==> config.mk <==
export PLATFORM = sky130hd
export DESIGN_NAME = ime_sad_16x16_buffer_ctrl_flat
export DESIGN_NICKNAME = d
export VERILOG_FILES = /design/src/rtl/ime_sad_16x16_buffer_ctrl_if.sv /design/src/rtl/ime_sad_16x16_buffer_ctrl.sv /design/src/flat_wrapper.sv
export SDC_FILE = /design/constraint.sdc
export NUM_CORES = 1
export LEC_CHECK = 0
export CAP_MARGIN = 20
export CORE_UTILIZATION = 48
export CTS_CLUSTER_SIZE = 28
export DETAILED_ROUTE_END_ITERATION = 16
export GPL_TIMING_DRIVEN = 0
export PLACE_DENSITY_LB_ADDON = 0.3
export SKIP_CTS_REPAIR_TIMING = 1
export SLEW_MARGIN = 10
export SYNTH_ARGS = -nofsm -noshare
export SYNTH_HDL_FRONTEND = slang
export SYNTH_SLANG_ARGS = --single-unit
export TNS_END_PERCENT = 20
==> constraint.sdc <==
create_clock -name clk -period 2.1 [get_ports clk]
set_input_delay 0.42 -clock clk [delete_from_list [all_inputs] [get_ports clk]]
set_output_delay 0.42 -clock clk [all_outputs]
set_load 0.01 [all_outputs]
==> src/rtl/ime_sad_16x16_buffer_ctrl_if.sv <==
// ime_sad_16x16_buffer_ctrl_if: SAD-tree beat, bank control and read handshake signals of the 16x16 SAD buffer sequencer
interface ime_sad_16x16_buffer_ctrl_if #(parameter int ADDR_W = 5);
  logic              start_i;
  logic              sad_valid_i;
  logic              rd_ready_i;
  logic [ADDR_W-1:0] addr_o;
  logic              wren_o;
  logic [1:0]        block_o;
  logic              rd_valid_o;
  logic [ADDR_W-1:0] rd_idx_o;
  logic              rd_last_o;
  logic              busy_o;
  logic              done_o;
  logic              err_o;
  modport master (
    output start_i, sad_valid_i, rd_ready_i,
    input  addr_o, wren_o, block_o, rd_valid_o, rd_idx_o, rd_last_o, busy_o, done_o, err_o
  );
  modport slave (
    input  start_i, sad_valid_i, rd_ready_i,
    output addr_o, wren_o, block_o, rd_valid_o, rd_idx_o, rd_last_o, busy_o, done_o, err_o
  );
endinterface

==> src/rtl/ime_sad_16x16_buffer_ctrl.sv <==
// ime_sad_16x16_buffer_ctrl: writes BLOCKS banks in turn, then sweeps all banks together to a valid/ready consumer
module ime_sad_16x16_buffer_ctrl #(
  parameter int DEPTH  = 32,
  parameter int BLOCKS = 3,
  parameter int ADDR_W = $clog2(DEPTH)
) (
  input logic clk,
  input logic rst,
  ime_sad_16x16_buffer_ctrl_if.slave bus
);
  typedef enum logic [1:0] {IDLE, WRITE, READ, DONE} state_t;
  localparam logic [ADDR_W-1:0] LAST = ADDR_W'(DEPTH - 1);
  state_t            state, state_n;
  logic [ADDR_W-1:0] wr_idx, rd_idx;
  logic [1:0]        wr_blk;
  logic              rd_valid, err;
  logic              beat, hs, wr_end, rd_end;
  assign beat   = state == WRITE && bus.sad_valid_i;
  assign hs     = rd_valid && bus.rd_ready_i;
  assign wr_end = beat && wr_idx == LAST && wr_blk == 2'(BLOCKS - 1);
  assign rd_end = hs && rd_idx == LAST;
  assign bus.rd_valid_o = rd_valid;
  assign bus.rd_idx_o   = rd_idx;
  assign bus.err_o      = err;
  // state register
  always_ff @(posedge clk)
    state <= rst ? IDLE : state_n;
  // next state and bank-facing outputs; read address looks ahead one word on a handshake
  always_comb begin
    state_n = state == IDLE  ? (bus.start_i ? WRITE : IDLE) :
              state == WRITE ? (wr_end ? READ : WRITE) :
              state == READ  ? (rd_end ? DONE : READ) : IDLE;
    bus.wren_o    = beat;
    bus.addr_o    = state == WRITE ? wr_idx : state == READ ? (hs ? rd_idx + 1'b1 : rd_idx) : '0;
    bus.block_o   = state == WRITE ? wr_blk : 2'd0;
    bus.rd_last_o = rd_valid && rd_idx == LAST;
    bus.busy_o    = state != IDLE;
    bus.done_o    = state == DONE;
  end
  // write/read counters, read-valid flag and sticky stray-beat error
  always_ff @(posedge clk) begin
    if (rst) begin
      wr_idx   <= '0;
      wr_blk   <= '0;
      rd_idx   <= '0;
      rd_valid <= 1'b0;
      err      <= 1'b0;
    end else begin
      if (state == IDLE && bus.start_i) begin
        wr_idx <= '0;
        wr_blk <= '0;
        rd_idx <= '0;
      end
      if (beat) begin
        wr_idx <= wr_idx + 1'b1;
        if (wr_idx == LAST) wr_blk <= wr_blk + 1'b1;
      end
      if (state == READ && !rd_valid) rd_valid <= 1'b1;
      else if (rd_end) rd_valid <= 1'b0;
      if (hs) rd_idx <= rd_idx + 1'b1;
      if (bus.sad_valid_i && state != WRITE) err <= 1'b1;
      else if (state == IDLE && bus.start_i) err <= 1'b0;
    end
  end
endmodule

==> src/flat_wrapper.sv <==
// flat-port wrapper written by rule: the top's interface ports become plain ports
module ime_sad_16x16_buffer_ctrl_flat 
#(
  parameter int DEPTH  = 32,
  parameter int BLOCKS = 3,
  parameter int ADDR_W = $clog2(DEPTH)
)
  (clk, rst, bus_start_i, bus_sad_valid_i, bus_rd_ready_i, bus_addr_o, bus_wren_o, bus_block_o, bus_rd_valid_o, bus_rd_idx_o, bus_rd_last_o, bus_busy_o, bus_done_o, bus_err_o);
  ime_sad_16x16_buffer_ctrl_if #(.ADDR_W(ADDR_W)) bus_i ();
  input logic clk;
  input logic rst;
  input wire logic [$bits(bus_i.start_i)-1:0] bus_start_i;
  input wire logic [$bits(bus_i.sad_valid_i)-1:0] bus_sad_valid_i;
  input wire logic [$bits(bus_i.rd_ready_i)-1:0] bus_rd_ready_i;
  output wire logic [$bits(bus_i.addr_o)-1:0] bus_addr_o;
  output wire logic [$bits(bus_i.wren_o)-1:0] bus_wren_o;
  output wire logic [$bits(bus_i.block_o)-1:0] bus_block_o;
  output wire logic [$bits(bus_i.rd_valid_o)-1:0] bus_rd_valid_o;
  output wire logic [$bits(bus_i.rd_idx_o)-1:0] bus_rd_idx_o;
  output wire logic [$bits(bus_i.rd_last_o)-1:0] bus_rd_last_o;
  output wire logic [$bits(bus_i.busy_o)-1:0] bus_busy_o;
  output wire logic [$bits(bus_i.done_o)-1:0] bus_done_o;
  output wire logic [$bits(bus_i.err_o)-1:0] bus_err_o;
  assign bus_i.start_i = bus_start_i;
  assign bus_i.sad_valid_i = bus_sad_valid_i;
  assign bus_i.rd_ready_i = bus_rd_ready_i;
  assign bus_addr_o = bus_i.addr_o;
  assign bus_wren_o = bus_i.wren_o;
  assign bus_block_o = bus_i.block_o;
  assign bus_rd_valid_o = bus_i.rd_valid_o;
  assign bus_rd_idx_o = bus_i.rd_idx_o;
  assign bus_rd_last_o = bus_i.rd_last_o;
  assign bus_busy_o = bus_i.busy_o;
  assign bus_done_o = bus_i.done_o;
  assign bus_err_o = bus_i.err_o;
  ime_sad_16x16_buffer_ctrl #(.DEPTH(DEPTH), .BLOCKS(BLOCKS), .ADDR_W(ADDR_W)) u_core (.clk(clk), .rst(rst), .bus(bus_i));
endmodule
* Word level (Yosys, flattened, before mapping)
Cells that the tools add are included.
Word-level totals: word-level logic and storage cells 52, flip-flop bits (word level) 16, bits of input ports 5, output and inout port bits 18
Cells by class: equal/unequal tests 7, reduce and logical (&&, ||, !) cells 16, $add $sub $neg 3, muxes and demuxes 20
Operators with widths (number):
- $mux 5 | 6
- $mux 2 | 8
- $add 5x1->5 const B | 2
- $eq 5x5->1 const B | 2
- $reduce_bool 2->1 | 5
- $logic_and 1x1->1 | 9
- $eq 2x2->1 const B | 3
- $mux 1 | 6
- $add 2x1->2 const B | 1
- $eq 2x1->1 const B | 1
- $logic_not 2->1 | 1
- $ne 2x1->1 const B | 1
- $logic_not 1->1 | 1

* Longest topological paths before layout
depth after elaboration 7, mapped depth 6, mapped depth without buffers 6

* Worst setup path after synthesis
No wires, ideal clock.
kind register to output, from register u_core.rd_idx[0] (netlist: u_core.bus.rd_idx_o[0]), to output port bus_addr_o[4], cell stages (with the launch flop) 6, data required time 1.680 ns, arrival time 1.414 ns, slack 0.266 ns, buffers on the path 0, path through dfxtp_1 -> ha_1 -> and3_1 -> ha_1 -> mux2i_1 -> o21ai_0
On the way: cells in the longest elaborated chain, start to end 4
Ends and longest elaborated chain:
- start, declared | line ime_sad_16x16_buffer_ctrl.sv:14 | logic [ADDR_W-1:0] wr_idx, rd_idx;
- start signal, assigned | line ime_sad_16x16_buffer_ctrl.sv:60 | if (hs) rd_idx <= rd_idx + 1'b1;
- $add 5x1->5 | line ime_sad_16x16_buffer_ctrl.sv:34 | bus.addr_o = state == WRITE ? wr_idx : state == READ ? (hs ? rd_idx + 1'b1 : rd_idx) : '0;
- $mux 5 (3 in a row) | line ime_sad_16x16_buffer_ctrl.sv:34
- end, declared | line flat_wrapper.sv:15 | output wire logic [$bits(bus_i.addr_o)-1:0] bus_addr_o;
No other way between the ends.

* Worst setup path after layout
from input port bus_rd_ready_i, to output port bus_addr_o[3]
On the way: cells in the longest elaborated chain, start to end 4
Ends and longest elaborated chain:
- start, declared | line flat_wrapper.sv:14 | input wire logic [$bits(bus_i.rd_ready_i)-1:0] bus_rd_ready_i;
- $logic_and 1x1->1 | line ime_sad_16x16_buffer_ctrl.sv:19 | assign hs = rd_valid && bus.rd_ready_i;
- $mux 5 (3 in a row) | line ime_sad_16x16_buffer_ctrl.sv:34
No other way between the ends.

==> metrics <==
largest family of logic cells by synthesized area=simple AND/OR/NAND/NOR gates; Syn Nets=131; Worst Path Arrival=1770 ps; status=finished with violations; Worst R2R Path Depth=6; clk sinks=16; Layout area overhead=33.8%; minimum clock period=2190 ps; measured slew at the worst slew-check pin=533 ps; initial antenna violation count=0; fin nets=159; # H-tree levels=1; Peak Freq=0.457 GHz; Util after Layout=71.9%; die area=2220 um2; Hold Path Sink=u_core.wr_blk[0]$_SDFF_PP0_; Clk pin slew, worst setup/hold paths=90 ps; Antenna diodes=0; CTS tree=done; CP Launch Type=input pin; Post-Synth Simple-Gate Area=32.4%; routed length per instance=14.1 um; GRT Total Usage=22.1%; global-route wire length before repair=3.41 mm; Syn Inst Count=120; Compound-Gate Fraction of Synth Area=17.8%; r2r endpoint=u_core.wr_blk[1]$_SDFF_PP0_; DP Area=1220 um2; post-synthesis mux area share=2.05%; RSZ-0062 raised after global routing=true; Final Cell Area=1310 um2; via density per instance=5.76; violations in the final reports=negative setup slack; core area=1820 um2; Synth Cell Area=978 um2; post-synthesis xor/xnor area fraction=0.895%; Hold Fails Final Rpt=0; RePlAce Congestion=0.811; top cell type's share of synthesized area=32.7%; die width=47.2 um; CP required=1680 ps; share of cells above drive strength 1=17.1%; CP Capture Type=output port; CTS Buf Count=3; post-route clock period utilization=104%; vias in the first global route=783; Post-Route WL=2.42 mm; r2r setup slk=550 ps; final setup violation count=4; DR DRC count=0; Root Buffer=clkbuf_4; crit path kind=in2out; Yosys reg bits=16; IO Port Bufs=21; Ports=23; syn_area_per_cell=8.15 um2; Final Max Tran Viols=0; most common cell in the netlist=dfxtp_1; number of synthesized flops with an enable pin=0; Clock Path Buffers=2; area leader, netlist=dfxtp_1; GRT overflow=0; hold path cells=2; worst r2r src=u_core.wr_idx[0]$_SDFFE_PP0P_; ys flop type=dfxtp_1; Peak VDD IR=337 uV; leakage=0.532 nW; Ys Warns=0; Clock Latency Late Sink=290 ps; min-delay src=u_core.wr_blk[0]$_SDFF_PP0_; violation count after the first detailed-route iteration=25; HPWL Detailed=1.64 mm; max capacitance violation total=0; post-route setup slack=-87.2 ps; post-synthesis sequential area ratio=32.7%; top post-synthesis cells by area=dfxtp_1, ha_1, nand3_1, a21oi_1, nand2_1; via count=985; total power=0.000536 W; FP Rows=15; FFs w/ async S/R, synth=0%; Detailed Routing Iterations Pass 1=4; DIE HEIGHT=47.2 um; Slew headroom=64.5%; effective utilization at floorplan=53.7%; largest net degree at the start of global routing=11; leading cell types by count after synthesis=dfxtp_1, nand3_1, a21oi_1, nand2_1, ha_1; Power Density=410 nW/um2; clock skew=2.31 ps; Netlist cell types=38; Crit Path Max Fanout=10; adder-cell share of the synthesized area=7.67%; Post-DRT Antenna Nets=0; Hold Path Class=reg2reg
## registers in the layout (all words and copies together), names as in the netlist
signal	cells
u_core.state	2
u_core.bus.rd_valid_o	1
u_core.bus.rd_idx_o	5
u_core.wr_blk	2
u_core.wr_idx	5
u_core.bus.err_o	1
## worst max-delay path by stage
| stage | cells after the start | from | to |
|---|---|---|---|
| finish | 6 | bus_rd_ready_i | bus_addr_o[3] |
| global route | 7 | bus_rd_ready_i | bus_addr_o[1] |
| CTS | 7 | bus_rd_ready_i | bus_addr_o[0] |
| detailed placement | 7 | bus_rd_ready_i | bus_addr_o[0] |
| floorplan | 5 | u_core.bus.rd_idx_o[0]$_SDFFE_PP0P_ | bus_addr_o[4] |
| global placement | 7 | bus_rd_ready_i | bus_addr_o[0] |
## logic make-up after synthesis
group,after synthesis
xor gates and xnor gates,1
and+or+nand+nor,55
buffers and inverters,12
muxes,2
DFF,16
AOI/OAI and AO/OA,28
adders and majority gates,6
## metrics by stage
| stage | TNS [ps] | hold slack [ps] | cells | worst slack [ps] |
|---|---|---|---|---|
| final | -252 | 480 | 171 | -87.2 |
| after global routing | -574 | 499 | 171 | -188 |
| after global placement | -2280 | 451 | 166 | -584 |
| after CTS | -3190 | 482 | 169 | -609 |
| after floorplan | 0 | 444 | 120 | 266 |
| after detailed placement | -2360 | 469 | 166 | -589 |
## layout by cell type, fill, tap and decap left out, types with 2 or more instances in the layout
master,count
nand3_1,15
clkdlybuf4s50_1,14
dfxtp_1,13
nand2_1,12
a21oi_1,12
nand2b_1,4
buf_2,4
ha_1,4
dlymetal6s2s_1,4
inv_1,3
buf_6,3
buf_4,3
nor2_1,3
and2_1,3
a211oi_1,3
clkbuf_4,3
o21ai_0,2
mux2i_1,2
o21ai_1,2
nand4b_1,2
clkbuf_1,2
or3_1,2
o21a_1,2
o211ai_1,2
nand4_1,2
ha_4,2
dfxtp_4,2
## cell type report
cell class | instances | area (um2)
multi-input cells | 92 | 626
fillers | 149 | 512
flip-flops and latches | 16 | 329
inverters | 5 | 26.3
plain buffers | 7 | 53.8
clock buffers | 3 | 22.5
repair buffers | 23 | 220
well taps | 25 | 31.3
## critical path: stages
cell and delay [ps]:
clkdlybuf4s50_1 480, nand2_1 100, buf_6 170, a311oi_1 330, nand3_1 120, buf_2 150
## layer usage
metal	global-route usage [%]	up-vias	wire length [um]
li1	-	488	-
met5	0	-	0
met2	38.3	33	1220
met4	6.86	0	21
met3	3.46	2	105
met1	28.0	462	1070
## where the power goes
group,internal (W),switching [W],total (W)
combinational,0.0000268,0.0000343,0.0000611
clock,0.0000667,0.0000986,0.000165
sequential,0.000305,0.00000426,0.000310
total,0.000399,0.000137,0.000536
No activity file was read; power rests on OpenSTA's default activity.
